===== config.mk =====
export PLATFORM = sky130hd
export DESIGN_NAME = clk_divider_multi_flat
export DESIGN_NICKNAME = d
export VERILOG_FILES = /design/src/rtl/clk_div_pkg.sv /design/src/rtl/clk_div_if.sv /design/src/rtl/clk_div_channel.sv /design/src/rtl/clk_divider_multi.sv /design/src/flat_wrapper.sv
export SDC_FILE = /design/constraint.sdc
export NUM_CORES = 1
export LEC_CHECK = 0
export BUFFER_PORTS_ARGS = -buffer_cell sky130_fd_sc_hd__buf_2
export CAP_MARGIN = 30
export CORE_MARGIN = 8
export CORE_UTILIZATION = 50
export DETAILED_ROUTE_END_ITERATION = 8
export PLACE_DENSITY = 0.66
export SYNTH_ARGS = -nofsm -noshare
export SYNTH_HDL_FRONTEND = slang
export SYNTH_HIERARCHICAL = 1
export SYNTH_SLANG_ARGS = --single-unit

===== constraint.sdc =====
create_clock -name clk_in -period 6.2 [get_ports clk_in]
set_input_delay 0 -clock clk_in [delete_from_list [all_inputs] [get_ports clk_in]]
set_output_delay 0 -clock clk_in [all_outputs]
set_load 0.005 [all_outputs]

===== src/rtl/clk_div_pkg.sv =====
// Shared constants for the multi-channel clock divider: default widths,
// reset divisor and channel-index sizing.
package clk_div_pkg;
  localparam int CNT_W_DEF       = 33;
  localparam int DEFAULT_DIV_DEF = 50000;
  localparam int MAX_CH          = 8;
  localparam int LOAD_CH_W       = 3;
endpackage


===== src/rtl/clk_div_if.sv =====
// Control/status bundle of the multi-channel divider. Load handshake: a load
// transfers on any cycle where load_valid && load_ready are both high.
interface clk_div_if
  import clk_div_pkg::*;
#(
  parameter int NUM_CH = 4,
  parameter int CNT_W  = CNT_W_DEF
);
  logic [NUM_CH-1:0]    ch_en;
  logic                 sync_clr;
  logic                 load_valid;
  logic [LOAD_CH_W-1:0] load_ch;
  logic [CNT_W-1:0]     load_div;
  logic                 load_ready;
  logic [NUM_CH-1:0]    pending;
  logic [NUM_CH-1:0]    divided_clk;
  logic [NUM_CH-1:0]    tick;

  modport master (
    output ch_en, sync_clr, load_valid, load_ch, load_div,
    input  load_ready, pending, divided_clk, tick
  );

  modport slave (
    input  ch_en, sync_clr, load_valid, load_ch, load_div,
    output load_ready, pending, divided_clk, tick
  );
endinterface


===== src/rtl/clk_div_channel.sv =====
// One divider channel: toggle counter with a shadowed divisor that is adopted
// only at a wrap (or immediately when idle/cleared) so no runt half-period occurs.
module clk_div_channel
  import clk_div_pkg::*;
#(
  parameter int CNT_W       = CNT_W_DEF,
  parameter int DEFAULT_DIV = DEFAULT_DIV_DEF
) (
  input  logic             clk_in,
  input  logic             rst_n,
  input  logic             en,
  input  logic             clr,
  input  logic             load_stb,
  input  logic [CNT_W-1:0] load_val,
  output logic             pending,
  output logic             divided_clk,
  output logic             tick
);
  localparam logic [CNT_W-1:0] DIV_RST = CNT_W'(DEFAULT_DIV);

  logic [CNT_W-1:0] cnt_q, cnt_d;
  logic [CNT_W-1:0] div_q, div_d;
  logic [CNT_W-1:0] shadow_q, shadow_d;
  logic             pending_q, pending_d;
  logic             clk_q, clk_d;
  logic             tick_q, tick_d;
  logic             terminal;

  assign terminal = (cnt_q == div_q);

  always_comb begin
    cnt_d     = cnt_q;
    div_d     = div_q;
    shadow_d  = shadow_q;
    pending_d = pending_q;
    clk_d     = clk_q;
    tick_d    = 1'b0;
    if (clr) begin
      cnt_d = '0;
      clk_d = 1'b0;
      if (pending_q) div_d = shadow_q;
      pending_d = 1'b0;
    end else if (en) begin
      if (terminal) begin
        cnt_d  = '0;
        clk_d  = ~clk_q;
        tick_d = 1'b1;
        if (pending_q) begin
          div_d     = shadow_q;
          pending_d = 1'b0;
        end
      end else begin
        cnt_d = cnt_q + CNT_W'(1);
      end
    end else if (pending_q) begin
      div_d     = shadow_q;
      pending_d = 1'b0;
    end
    // A new load lands after any apply above, so it always stays pending.
    if (load_stb) begin
      shadow_d  = load_val;
      pending_d = 1'b1;
    end
  end

  always_ff @(posedge clk_in or negedge rst_n) begin
    if (!rst_n) begin
      cnt_q     <= '0;
      div_q     <= DIV_RST;
      shadow_q  <= DIV_RST;
      pending_q <= 1'b0;
      clk_q     <= 1'b0;
      tick_q    <= 1'b0;
    end else begin
      cnt_q     <= cnt_d;
      div_q     <= div_d;
      shadow_q  <= shadow_d;
      pending_q <= pending_d;
      clk_q     <= clk_d;
      tick_q    <= tick_d;
    end
  end

  assign pending     = pending_q;
  assign divided_clk = clk_q;
  assign tick        = tick_q;
endmodule


===== src/rtl/clk_divider_multi.sv =====
// Multi-channel runtime-programmable clock divider: decodes divisor loads to
// channels and instantiates one clk_div_channel per output.
module clk_divider_multi
  import clk_div_pkg::*;
#(
  parameter int NUM_CH      = 4,
  parameter int CNT_W       = CNT_W_DEF,
  parameter int DEFAULT_DIV = DEFAULT_DIV_DEF
) (
  input  logic      clk_in,
  input  logic      rst_n,
  clk_div_if.slave  bus
);
  logic [NUM_CH-1:0] load_stb;
  logic [NUM_CH-1:0] pend_w;
  logic [NUM_CH-1:0] dclk_w;
  logic [NUM_CH-1:0] tick_w;
  logic              load_acc;

  assign bus.load_ready = 1'b1;
  assign load_acc       = bus.load_valid && bus.load_ready;

  // Out-of-range indices match no channel, so such loads vanish.
  for (genvar i = 0; i < NUM_CH; i++) begin : g_ch
    assign load_stb[i] = load_acc && (bus.load_ch == LOAD_CH_W'(i));

    clk_div_channel #(
      .CNT_W       (CNT_W),
      .DEFAULT_DIV (DEFAULT_DIV)
    ) u_ch (
      .clk_in      (clk_in),
      .rst_n       (rst_n),
      .en          (bus.ch_en[i]),
      .clr         (bus.sync_clr),
      .load_stb    (load_stb[i]),
      .load_val    (bus.load_div),
      .pending     (pend_w[i]),
      .divided_clk (dclk_w[i]),
      .tick        (tick_w[i])
    );
  end

  assign bus.pending     = pend_w;
  assign bus.divided_clk = dclk_w;
  assign bus.tick        = tick_w;
endmodule

===== src/flat_wrapper.sv =====
// flat-port wrapper written by rule: the top's interface ports become plain ports
module clk_divider_multi_flat import clk_div_pkg::*;
#(
  parameter int NUM_CH      = 4,
  parameter int CNT_W       = CNT_W_DEF,
  parameter int DEFAULT_DIV = DEFAULT_DIV_DEF
)
  (clk_in, rst_n, bus_ch_en, bus_sync_clr, bus_load_valid, bus_load_ch, bus_load_div, bus_load_ready, bus_pending, bus_divided_clk, bus_tick);
  clk_div_if #(.NUM_CH(NUM_CH), .CNT_W(CNT_W)) bus_i ();
  input  logic clk_in;
  input  logic rst_n;
  input wire logic [$bits(bus_i.ch_en)-1:0] bus_ch_en;
  input wire logic [$bits(bus_i.sync_clr)-1:0] bus_sync_clr;
  input wire logic [$bits(bus_i.load_valid)-1:0] bus_load_valid;
  input wire logic [$bits(bus_i.load_ch)-1:0] bus_load_ch;
  input wire logic [$bits(bus_i.load_div)-1:0] bus_load_div;
  output wire logic [$bits(bus_i.load_ready)-1:0] bus_load_ready;
  output wire logic [$bits(bus_i.pending)-1:0] bus_pending;
  output wire logic [$bits(bus_i.divided_clk)-1:0] bus_divided_clk;
  output wire logic [$bits(bus_i.tick)-1:0] bus_tick;
  assign bus_i.ch_en = bus_ch_en;
  assign bus_i.sync_clr = bus_sync_clr;
  assign bus_i.load_valid = bus_load_valid;
  assign bus_i.load_ch = bus_load_ch;
  assign bus_i.load_div = bus_load_div;
  assign bus_load_ready = bus_i.load_ready;
  assign bus_pending = bus_i.pending;
  assign bus_divided_clk = bus_i.divided_clk;
  assign bus_tick = bus_i.tick;
  clk_divider_multi #(.NUM_CH(NUM_CH), .CNT_W(CNT_W), .DEFAULT_DIV(DEFAULT_DIV)) u_core (.clk_in(clk_in), .rst_n(rst_n), .bus(bus_i));
endmodule

* After elaboration in Yosys (flattened, before gate mapping) *
Cells that the tools add are included.

storage, ports and cells
  flip-flop bits (word level) = 408
  bits of input ports = 44
  word-level logic and storage cells = 132

operators by class
  add/subtract/negate cells = 4
  eq/ne operators = 15
  mux-type cells = 68
  bitwise logic cells = 4
  reduce and logical (&&, ||, !) cells = 17

operators with widths
  operator                                                count
  two-way mux 33 bit                                      28
  adder 33 x 1 -> 33 bit (second input constant)          4
  == test 33 bit                                          4
  two-way mux 1 bit                                       40
  inequality test 4 x 1 -> 1 bit (second input constant)  4
  nonzero test 2 bit                                      8
  inequality test 3 x 1 -> 1 bit (second input constant)  4
  AND reduction 2 bit                                     4
  == test 3 x 2 -> 1 bit (second input constant)          2
  logical AND 1 bit                                       4
  inverter 1 bit                                          4
  == test 3 x 1 -> 1 bit (second input constant)          1
  zero test 3 bit                                         1

* Depth between registers and ports, before layout *
Gate-level depths: netlist (run 1).

  depth in word-level cells = 5
  gate-level depth with buffers = 9
  gate-level depth less buffers = 7

* Hierarchy *
Netlist (run 1), hierarchy kept.

by module, submodules not included
  module                                      times used  cells an instance  area an instance (µm²)
  clk_div_channel at u_core.g_ch[0].u_ch ...  3           413                4916.0
  clk_div_channel at u_core.g_ch[3].u_ch      1           403                4967.3
  clk_divider_multi                           1           6                  61.3

* Worst setup path after synthesis (run 1) *
OpenSTA, ideal clock, no wires.

  path kind = reg2reg
  from = reg u_core.g_ch[3].u_ch.div_q[9]
  to = reg u_core.g_ch[3].u_ch.div_q[10]
  data arrival time = 1.914 ns
  data required time = 6.075 ns
  setup slack = 4.161 ns
  cell stages (with the launch flop) = 8
  buffers on the path = 1
  path through = dfstp_2 -> xnor2_1 -> nand4_1 -> nor4_2 -> and3_4 -> o21ai_4 -> buf_12 -> mux2_4

on the way
  cells in the longest elaborated chain, start to end = 2

RTL lines
  item                                             line                   text
  start: declaration                               clk_div_channel.sv:22  logic [CNT_W-1:0] div_q, div_d;
  start signal: assignment                         clk_div_channel.sv:76  div_q <= div_d;
  == test 33 bit                                   clk_div_channel.sv:29  assign terminal = (cnt_q == div_q);
  inequality test 3 x 1 -> 1 bit (no source line)  -

Every way passes these cells.
A chain may end at the register's enable or synchronous reset.

* Worst setup path after layout (run 1) *
  from = reg u_core.g_ch[2].u_ch.cnt_q[7]
  to = reg u_core.g_ch[2].u_ch.div_q[21]

on the way
  cells in the longest elaborated chain, start to end = 2

RTL lines
  item                                             line                   text
  start: declaration                               clk_div_channel.sv:21  logic [CNT_W-1:0] cnt_q, cnt_d;
  start signal: assignment                         clk_div_channel.sv:75  cnt_q <= cnt_d;
  == test 33 bit                                   clk_div_channel.sv:29
  inequality test 3 x 1 -> 1 bit (no source line)  -
  end signal: assignment                           clk_div_channel.sv:76
  end: declaration                                 clk_div_channel.sv:22

Every way passes these cells.

==> results.md, run 1 <==
Worst setup path:
- At the worst endpoint, the arrival time is around 3300 ps.
- The largest fanout of any net on the critical path is 33.
- The type of the setup path with the least slack is flop to flop.
- The worst reg-to-reg setup slack is ~3300 ps.
- The critical path launch point is u_core/g_ch[2].u_ch/cnt_q[7].
- The destination of the worst register-to-register timing path is u_core/g_ch[2].u_ch/div_q[21].
- The startpoint of the worst-slack reg-to-reg timing path is u_core/g_ch[2].u_ch/cnt_q[7].
- The number of cells on the worst reg-to-reg path is 6.
- The endpoint of the most critical setup path is u_core/g_ch[2].u_ch/div_q[21].
- The critical path startpoint category is a flop.
- At the worst endpoint, the required time is between 6000 and 7000 ps.
- The worst setup path is captured at a flop.

Clock network:
- Counting the buffers created by CTS gives between 40 and 50.
- The H-tree generated during clock tree synthesis spans 2 levels.
- The number of setup buffers added after CTS is 0.
- No sink is reached through more buffers than the 3 on the longest clock path.
- The clock latency on the worst-skew pair is approximately 540 ps.
- The buffer cell driving the clock tree root is clkbuf_16.
- The clock transition time at the flip-flop clock pins of the worst setup and hold paths is 60 ps.
- The TritonCTS clock tree is yes.
- The TritonCTS sink count is between 400 and 500.

Layout:
- The fraction of layout instances using a drive strength above 1 is between 20% and 30%.
- Measured on the finished design, the core utilization comes to around 57%.
- The antenna diode count is 0.
- The number of nets in the layout is about 1.8k.
- The area overhead of the layout relative to synthesis is 12.9%.

Run status:
- The run finished with clean final reports.

Placement:
- The half-perimeter wire length after placement is between 30 and 40 mm.
- The weighted congestion at the end of routability-driven global placement is 0.862.
- The count of port buffers added during placement is 55.

Die:
- From left edge to right edge, the die measures 215 µm.
- For this design the top-level I/O count stands at 57.
- From bottom edge to top edge, the die measures around 210 µm.
- The number of core rows is 73.
- The total area inside the core boundary comes to between 30000 and 40000 µm².
- The die covers roughly 46000 µm².
- The initial cell density of the core is between 50% and 60%.

STA:
- The worst max-slew margin expressed relative to the limit is 32.3%.
- The final period demand of the worst path is 2870 ps.
- Setup repair after global routing left no endpoint under its margin.
- At the pin with the least slew margin, the transition time is ~1000 ps.
- The maximum clock rate is between 300 and 400 MHz.
- Setup violations remaining at the end of the flow were counted as 0.
- The final max-slew violation count is 0.
- The final period utilization is 46.2%.
- The total negative slack for setup checks is 0 ps.
- The worst clock skew on the final layout is approximately 15 ps.
- The number of hold-slack violations in the final timing report is 0.

Flow run:
- The number of maximum-capacitance constraint violations is 0.

Global routing:
- The first global-routing pass estimated 74.9 mm of wire.
- The fraction of met2 tracks used by global routing is 32.3%.
- met2 is the most crowded layer.
- The initial antenna violation count came to 2.
- In the global route stage, met1 resource usage came out at approximately 28%.
- The via count of the first global-routing pass is 13.0k.
- Global routing used 20.0% of the available tracks across all layers.
- The fraction of met3 tracks used by global routing is around 2.5%.
- Global routing finished with a remaining overflow of 0.
- The maximum number of pins on one net before global-route repair is between 150 and 200.

Pwr:
- In this run the power density over the cells is roughly 350 nW/µm².
- IR analysis of the VDD net gives a maximum drop of 315 µV.
- In this run the static leakage power is 0.00949 µW.

Routing:
- The pre-antenna-repair detailed-routing pass consisted of 5 iterations.
- For this run, design rule violations remaining after detail routing come to 0.
- For this block, the initial DRC count from the detailed router was roughly 960.
- The detailed-route wire length per cell is between 20 and 25 µm.
- The via count of the routed design is about 13k.
- Wires add up to between 40 and 50 mm.
- The vias per cell is approximately 5.8.
- In this run the remaining antenna-violating nets after routing total 0.

Synthesis:
- The synthesis warning total is 6.
- The number of enable-type register cells in the synthesized netlist is 0.
- In the post-synthesis netlist, the cell with the most instances is dfrtp_1.
- The commonest cells after synthesis are dfrtp_1 (360), mux2_2 (144), nand3_1 (140).
- Sequential cells were found to cover slightly above 50% of the synthesized design area.
- Yosys attributes the largest share of cell area to dfrtp_1 (46%), mux2_4 (9.1%), mux2_2 (8.2%).
- The synthesized design spends more area on one cell type than any other, namely dfrtp_1.
- The post-synthesis instance area is a little under 20000 µm².
- The flop and latch count out of synthesis is 408.
- The mean area per synthesized cell is 12.0 µm².
- Among all flip-flop cells after synthesis, the most frequent one is dfrtp_1.
- The post-synthesis async set-or-reset flop share is 100%.
- The area share of the leading cell type in the synthesized netlist is 45.6%.
- The number of nets in the synthesized netlist is between 1.5k and 2k.
- The synthesized instance count is 1648.
- The synthesized netlist contains 61 unique library cells.

Min path:
- In this run the worst hold path is classified as primary input to async pin.
-- layer usage --
metal	up-vias	wire [µm]	share of wire, %
met2	333	22100	47
met1	6703	21700	47
li1	6110	-	-
met4	0	989	2.1
met5	-	0	0
met3	65	1900	4.1
-- worst min path at each step --
stage / from / end / depth (start not counted)
after global placement: rst_n / u_core/g_ch[2].u_ch/shadow_q[32] / 1
after floorplan: rst_n / u_core/g_ch[0].u_ch/cnt_q[0] / 0
after global routing: bus_load_valid / u_core/g_ch[2].u_ch/shadow_q[6] / 3
final: rst_n / u_core/g_ch[2].u_ch/shadow_q[32] / 2
after detailed placement: rst_n / u_core/g_ch[2].u_ch/cnt_q[32] / 1
after CTS: rst_n / u_core/g_ch[2].u_ch/shadow_q[32] / 2
-- final cells by class --
class	count	area [µm²]
fill	3209	17000
clock buffer	62	1310
inverter	39	146
multi-input combinational	1110	8870
sequential	408	10300
timing repair buffer	113	871
tap	525	657
clock inverter	18	210
-- cell families (layout without fill, tap and decap cells) --
| family | count (synthesis) | count (layout) | synth area share, % |
|---|---|---|---|
| buf+inv | 130 | 232 | 3.47 |
| flops | 408 | 408 | 51.9 |
| fa+ha+maj | 4 | 4 | 0.253 |
| compound gates | 216 | 216 | 7.80 |
| mux | 270 | 270 | 17.6 |
| simple gates | 486 | 486 | 13.0 |
| other cells | 1 | 1 | 0.0190 |
| xor+xnor | 133 | 133 | 5.89 |
-- worst max-delay path: stages, from the launching register on --
cell and delay, ps:
dfrtp_1 470, xnor2_1 320, nand4_1 160, nor4_2 430, a31o_4 470, nand2_4 440
mux2_4 430
-- cells in the final DEF (no fill, tap or decap), types with 42 or more instances in the layout --
cell / instances
dfstp_2: 48
nand4_1: 52
nand3_1: 140
xnor2_1: 129
mux2_2: 144
buf_2: 54
or3_1: 45
clkbuf_16: 45
dlygate4sd3_1: 42
dfrtp_1: 360
a21oi_1: 44
mux2_4: 120
nand2_1: 118
o311ai_0: 53
-- state kept, by name, summed over array words and instances (netlist names) --
name,count
u_core/g_ch.u_ch/tick,4
u_core/g_ch.u_ch/divided_clk,4
u_core/g_ch.u_ch/shadow_q,132
u_core/g_ch.u_ch/cnt_q,132
u_core/g_ch.u_ch/pending,4
u_core/g_ch.u_ch/div_q,132
-- repair_timing --
action                                 CTS  global route
endpoints found under the hold margin  246             0
resized for setup                        0             0
setup endpoints to repair                0             0
hold buffers                            42             0
-- through the flow --
stage,power (µW),setup slack [ps],instance area [µm²],hold WS [ps],std cells
floorplan,4760,4160,19800,-296,1648
global placement,5160,3440,20300,17.3,2151
detailed placement,5220,3340,20400,18.6,2152
CTS,7970,3320,22300,45.9,2274
global route,8250,3140,22300,62.9,2275
finish,7900,3330,22300,28.1,2275
-- power breakdown --
group | internal (µW) | leakage [µW] | switching [µW]
logic | 919 | 0.00362 | 519
clock network | 1640 | 0.000740 | 1070
registers | 3300 | 0.00513 | 451
total | 5860 | 0.00949 | 2040
Note: power is estimated with default switching activity, not from simulation.
==> inputs of run 2 (changes only) <==
PLACE_DENSITY = 0.69   (was 0.66)
clock period = 2.6 ns   (was 6.2 ns; I/O delays follow)
==> run 2 against run 1 <==
  * Critical path depth up 1
  * Non-clock buffer count up 17
  * Design area up 1.1%
  * Total power up 140%
  * Via count about the same
  * Sequential power up 140%
  * Critical path type unchanged
  * Largest cell class unchanged
  * Largest power group unchanged
==> results.md, run 2 (synthesis gave the netlist of run 1 again) <==
Run status:
- The run finished with clean final reports.

Worst setup path:
- The worst setup path is captured at a flop.
- The critical path startpoint category is a flop.
- In this run the critical register-to-register path is captured at u_core/g_ch[3].u_ch/cnt_q[27].
- The slowest stage of the critical path is the nor4_4 cell.
- The endpoint required time on the critical path is 3020 ps (-3590 ps).
- The startpoint identified for the worst register-to-register timing path is u_core/g_ch[3].u_ch/cnt_q[19].
- The most critical setup path has its endpoint at u_core/g_ch[3].u_ch/cnt_q[27].
- The data arrival time of the worst path was 2810 ps (-470 ps).
- The worst reg-to-reg setup slack is 210 ps (-3120 ps).
- The depth of the most critical reg-to-reg path is 7 (+1).
- The type of the setup path with the least slack is flop to flop.
- The critical path launch point is u_core/g_ch[3].u_ch/cnt_q[19].
- Walking the worst path, the cells encountered are xnor2_1 -> nand4_1 -> nor4_4 -> a31oi_4 -> buf_4 -> o211a_1 -> a221o_1.
- The biggest cell delay along the critical path is 460 ps (about the same).
- The largest fanout of any net on the critical path was 20 (-39%).

Layout:
- The library cells used most frequently in the layout, excluding fill and tap cells, are dfrtp_1 (360), mux2_2 (144), nand3_1 (140).
- The area of all placed cells without fillers is 22600 µm² (+1.1%).
- The area overhead of the layout relative to synthesis is 14.1%.
- The number of nets in the layout is 1780 (+0.91%).
- In the final layout, the registers with the most flip-flops are u_core/g_ch.u_ch/cnt_q: 132 flops, u_core/g_ch.u_ch/div_q: 132 flops, u_core/g_ch.u_ch/shadow_q: 132 flops.
- The fraction of layout instances using a drive strength above 1 came to 28.9% (+0.59 points).
- Leaving out fill and tap cells, the most frequent cell in the layout is dfrtp_1.

Die:
- The top-level I/O count was 57 (unchanged).
- The horizontal die dimension came to 215 µm (unchanged).
- The die boundary height is 215 µm (unchanged).
- The initial cell density of the core came to 50.2% (unchanged).
- The number of core rows was 73 (unchanged).
- The core area is 39400 µm² (unchanged).
- The area of the die is 46200 µm² (unchanged).

Routing:
- The number of optimization iterations in the first detailed-route pass was 7 (+2).
- The number of DRC markers after the initial detailed-route iteration is 829 (-13%).
- The via count of the routed design was 13.2k (+0.023%).
- The post-detailed-route count of antenna-violating nets came to 0 (unchanged).
- The vias per cell came to 5.77 (-0.72%).
- The final routed wirelength across all metal layers is 46.3 mm (-0.91%).
- The post-detailed-route DRC marker count is 0 (unchanged).
- The detailed-route wire length per cell is 20.2 µm (-1.6%).

Flow run:
- The number of maximum-capacitance constraint violations was 0 (unchanged).

Global routing:
- The total global-route track usage is 20.0% (-0.037 points).
- The initial antenna violation count is 1 (-1).
- The total congestion overflow is 0 (unchanged).
- The wire length of the first global-routing pass is 74.5 mm (-0.57%).
- The via count of the first global-routing pass is 13.2k (+1.2%).
- The maximum number of pins on one net before global-route repair is 82 (-54%).

STA:
- The final period utilization is 91.8% (+46 points).
- The worst max-slew margin expressed relative to the limit was 37.5% (+5.2 points).
- The maximum clock rate was 419 MHz (+20%).
- The worst clock skew on the final layout is 7.56 ps (-7.14 ps).
- Setup repair after global routing left no endpoint under its margin.
- The transition time at the pin with the least slew margin is 938 ps (-77.3 ps).
- The setup-violating endpoint count in the final report is 0 (unchanged).
- The final period demand of the worst path is 2390 ps (-479 ps).
- The final max-slew violation count is 0 (unchanged).
- The number of hold-slack violations in the final timing report is 0 (unchanged).
- The total negative slack for setup checks is 0 ps (unchanged).

Pwr:
- The power density over cell area was 838 nW/µm² (+140%).
- The worst IR drop on VDD was 456 µV (+45%).
- The leakage power summed over all cells was 0.00962 µW (+1.3%).

Clock network:
- TritonCTS built the clock tree.
- The number of buffers on the longest clock path is 3 (unchanged).
- The clock transition time at the flip-flop clock pins of the worst setup and hold paths was 60 ps (about the same).
- The H-tree depth came to 2 (unchanged).
- The clock latency on the worst-skew pair is 540 ps (about the same).
- The TritonCTS sink count is 408 (unchanged).
- The buffer cell driving the clock tree root is clkbuf_16.
- The number of buffers added by the clock tree synthesis step came to 43 (-2.3%).

Placement:
- The count of port buffers added during placement is 55 (unchanged).
- The half-perimeter wire length after placement was 31.2 mm (+0.23%).
- The post-placement cell area is 20600 µm² (+1.3%).
- The weighted congestion at the end of routability-driven global placement is 0.856 (-0.75%).

Min path:
- The worst min-delay path category is primary input to async pin.
==> run 2: cell types whose count changed in the layout (fill, tap and decap cells not counted), moves of 2 or more <==
cell | before | now
buf_12 | 2 | 11
buf_4 | 13 | 25
bufinv_16 | 4 | 6
clkbuf_1 | 5 | 9
clkbuf_8 | 12 | 9
clkinv_4 | 2 | 0
clkinvlp_4 | 5 | 2
dlygate4sd3_1 | 42 | 39
==> run 2: power by group <==
part	leakage [µW]	internal, µW	switching, µW
logic	0.00374	2230	1240
clock network	0.000747	4020	2530
registers	0.00513	7870	1020
==> run 2: worst min-delay path by stage <==
stage,start,end,slack (ps)
floorplan,rst_n,u_core/g_ch[0].u_ch/cnt_q[0],-300
global placement,rst_n,u_core/g_ch[2].u_ch/shadow_q[3],20
detailed placement,rst_n,u_core/g_ch[2].u_ch/shadow_q[3],10
CTS,rst_n,u_core/g_ch[2].u_ch/shadow_q[3],30
global route,rst_n,u_core/g_ch[2].u_ch/div_q[5],60
finish,rst_n,u_core/g_ch[2].u_ch/shadow_q[3],10
==> run 2: per-stage QoR <==
stage	hold WS [ps]	setup slack (ps)	utilization (%)	instances	total power, µW
after floorplan	-296	561	-	1648	11400
after global placement	16.9	187	52.4	2173	12300
after detailed placement	12.1	143	52.4	2173	12400
after CTS	27.0	129	57.3	2291	19100
after global routing	56.6	74.4	57.3	2291	19800
final	10.3	213	57.3	2292	18900
==> run 2: layout make-up <==
class | count | area [µm²]
multi-input cells | 1110 | 8890
well taps | 525 | 657
clock buffers | 63 | 1280
fillers | 3151 | 16800
diodes | 1 | 2.50
flip-flops and latches | 408 | 10300
repair buffers | 130 | 1080
clock inverters | 16 | 239
inverters | 39 | 146
==> run 2: metal layers <==
metal / track usage [%] / share of wire, % / wire [µm] / vias up
met1: 26.8 / 44 / 20500 / 6655
met4: 7.31 / 3.3 / 1510 / 0
met5: 0 / 0 / 0 / -
met3: 3.43 / 4.8 / 2200 / 78
met2: 32.4 / 48 / 22100 / 324
li1: - / - / - / 6157
==> run 2: what timing repair did <==
item	4_1_cts	5_1_grt
endpoints found under the setup margin	0	3
gates resized for setup	0	2
hold buffers	39	0
setup buffers	0	0
hold endpoints to repair	461	0
==> run 2: critical path, delay by kind of cell (launching register included) <==
family	cells	cell delay, ps
AND/OR/NAND/NOR	2	680
AO/OA/AOI/OAI	3	670
buffers and inverters	1	260
XOR/XNOR	1	230
flip-flops	1	430
==> inputs of run 3 (changes only) <==
CELL_PAD_IN_SITES_DETAIL_PLACEMENT = 1   (was not set)
CELL_PAD_IN_SITES_GLOBAL_PLACEMENT = 2   (was not set)
CORE_UTILIZATION = 39   (was 50)
PLACE_DENSITY = not set   (was 0.69)
PLACE_DENSITY_LB_ADDON = 0.1   (was not set)
==> run 3 against run 2 <==
  * Sequential cell count did not move
  * Sequential share of layout area fell by 1.0 points
  * Global-route usage barely moved
  * Final cell count rose by 7.8%
  * Design area rose by 2.3%
  * Die area rose by 26%
  * Register-to-register slack barely moved
  * Core utilization fell by 11 points
  * Worst hold slack improved by 17 ps
  * Count of clock-buffer cells in the layout rose by 4
==> results.md, run 3 (synthesis gave the netlist of run 1 again) <==
Run status:
- The flow ran to the end, and the final reports show no timing, DRC or antenna violations.

Clock network:
- TritonCTS built the clock tree.
- The number of buffers on the longest clock path is 3 (unchanged).
- The number of buffers added by the clock tree synthesis step came to 48 (+12%).
- The root buffer cell chosen for the clock tree is clkbuf_16.
- The clock transition time at the flip-flop clock pins of the worst setup and hold paths is 60 ps (about the same).
- The TritonCTS sink count is 408 (unchanged).
- The number of setup buffers added after CTS is 0 (unchanged).
- The H-tree depth was 2 (unchanged).
- The clock latency on the worst-skew pair is 580 ps (+40 ps).

Worst setup path:
- The biggest cell delay along the critical path is 460 ps (about the same).
- In this design, the largest share of critical-path delay is due to simple AND/OR/NAND/NOR gates.
- The critical path is of the flop to flop type.
- Among all stages on the critical path, the largest delay is contributed by nor4_2.
- The buffering stage count on the worst path with inverters included is 1 (unchanged).
- The worst setup path is captured at a flop.
- The data arrival time of the worst path was 2870 ps (+60 ps).
- Walking the worst path, the cells encountered are xnor2_1 -> nand4_1 -> nor4_2 -> a31o_4 -> buf_4 -> o22ai_1 -> a21o_1.
- The largest fanout of any net on the critical path is 32 (+60%).
- The critical path startpoint category is a flop.
- The endpoint required time on the critical path is 3070 ps (+50 ps).

Pwr:
- The sum of internal, switching and leakage power is 19700 µW (+4.1%).
- The register share of total power is 45.5% (-1.5 points).
- The part of the power in the clock network was 36.7% (+2.1 points).
- The power density over cell area is 852 nW/µm² (+1.7%).
- The portion of total power attributed to combinational logic is 17.9% (-0.5 points).
- The leakage power summed over all cells is 0.00981 µW (+1.9%).
- The reported net switching power was 5160 µW (+7.8%).
- The worst IR drop on VDD was 410 µV (-10%).
- The internal portion of total power is 14500 µW (+2.8%).
- The switching power as a share of total power is 26.2% (+0.91 points).

STA:
- The total negative slack for setup checks is 0 ps (unchanged).
- The number of hold-slack violations in the final timing report is 0 (unchanged).
- The worst max-slew margin expressed relative to the limit is 50.1% (+13 points).
- The final max-slew violation count is 0 (unchanged).
- The worst clock skew on the final layout is 10.0 ps (+2.46 ps).
- The final period utilization is 92.3% (+0.54 points).
- The transition time at the pin with the least slew margin was 749 ps (-189 ps).
- The setup-violating endpoint count in the final report came to 0 (unchanged).
- The maximum clock rate is 417 MHz (-0.59%).
- Setup repair after global routing left no endpoint under its margin.
- The final period demand of the worst path was 2400 ps (+14.1 ps).

Global routing:
- The initial antenna violation count is 4 (+3).
- The via count of the first global-routing pass is 14.4k (+9.4%).
- The total congestion overflow is 0 (unchanged).
- The maximum number of pins on one net before global-route repair is 76 (-7.3%).
- The wire length of the first global-routing pass came to 89.6 mm (+20%).
- The total global-route track usage is 20.0% (about the same).

Die:
- The top-level I/O count is 57 (unchanged).
- The number of core rows is 82 (+12%).
- The horizontal die dimension is 241 µm (+12%).
- The die boundary height is 241 µm (+12%).
- The initial cell density of the core came to 39.5% (-11 points).
- The core area was 50100 µm² (+27%).
- The area of the die is 58200 µm² (+26%).

Routing:
- The post-detailed-route DRC marker count is 0 (unchanged).
- The vias per cell came to 5.42 (-5.9%).
- The post-detailed-route count of antenna-violating nets came to 0 (unchanged).
- The via count of the routed design was 13.4k (+1.4%).
- The number of optimization iterations in the first detailed-route pass is 4 (-3).
- The detailed-route wire length per cell is 22.9 µm (+13%).
- The number of DRC markers after the initial detailed-route iteration is 757 (-8.7%).
- The final routed wirelength across all metal layers is 56.6 mm (+22%).

Placement:
- The count of port buffers added during placement is 55 (unchanged).
- The half-perimeter wire length after placement is 38.5 mm (+24%).
- The weighted congestion at the end of routability-driven global placement is 0.816 (-4.6%).

Layout:
- The most frequent standard cell in the layout excluding fill and tap cells is dfrtp_1.
- The fraction of layout instances using a drive strength above 1 is 30.1% (+1.2 points).
- From synthesis to final layout, the design area changed by 16.8%.
- In the layout the commonest cells are dfrtp_1 (360), mux2_2 (144), nand3_1 (140).
- The number of nets in the layout was 1806 (+1.5%).
- In the final layout, the registers with the most flip-flops are u_core/g_ch.u_ch/cnt_q: 132 flops, u_core/g_ch.u_ch/div_q: 132 flops, u_core/g_ch.u_ch/shadow_q: 132 flops.

Flow run:
- The number of maximum-capacitance constraint violations is 0 (unchanged).

Min path:
- The worst min-delay path category is primary input to async pin.
==> run 3: path summary, 6_finish.rpt <==
path / from / end / slack [ps] / depth (start not counted)
hold / removal: rst_n / u_core/g_ch[3].u_ch/cnt_q[29] / 30 / 2
hold reg to reg: u_core/g_ch[2].u_ch/shadow_q[10] / u_core/g_ch[2].u_ch/div_q[10] / 490 / 1
min in group clk_in: bus_load_ch[1] / u_core/g_ch[0].u_ch/pending / 170 / 4
setup / recovery: u_core/g_ch[0].u_ch/cnt_q[29] / u_core/g_ch[0].u_ch/cnt_q[2] / 200 / 7
setup reg to reg: u_core/g_ch[0].u_ch/cnt_q[29] / u_core/g_ch[0].u_ch/cnt_q[2] / 200 / 7
max in group asynchronous: rst_n / u_core/g_ch[3].u_ch/shadow_q[4] / 1670 / 3
==> run 3: power by group through the flow <==
stage	clock [µW]	combinational [µW]	sequential, µW
6_report	7220	3510	8960
5_1_grt	7680	3840	9140
4_1_cts	7450	3570	8980
3_5_place_dp	0	3500	9070
3_3_place_gp	0	3400	9030
2_1_floorplan	0	2730	8630
==> run 3: cell type report <==
class	count	area [µm²]
multi-input cells	1110	8890
flip-flops and latches	408	10300
inverters	39	146
fillers	5332	27000
clock buffers	67	1380
repair buffers	151	1270
well taps	672	841
clock inverters	21	299
diodes	2	5.00
==> run 3: metal layers <==
metal  track usage (%)  wire length, µm
met1              28.6            27200
met2              31.1            25900
met3              2.71             1860
met4              6.63             1690
met5                 0                0
==> run 3: timing repair <==
item / CTS / global route
hold buffers: 39 / 0
gates resized for setup: 0 / 2
hold endpoints to repair: 456 / 0
setup endpoints to repair: 0 / 26
==> run 3: metrics by stage <==
step | area [µm²] | instances | hold WS (ps) | setup slack [ps] | utilization (%)
floorplan | 19800 | 1648 | -296 | 561 | -
global placement | 21000 | 2341 | 47.1 | 178 | 42.0
detailed placement | 21000 | 2341 | 31.4 | 117 | 42.0
CTS | 23100 | 2468 | 17.6 | 96.3 | 46.1
global route | 23100 | 2468 | 65.5 | 20.1 | 46.1
finish | 23100 | 2470 | 27.2 | 199 | 46.1
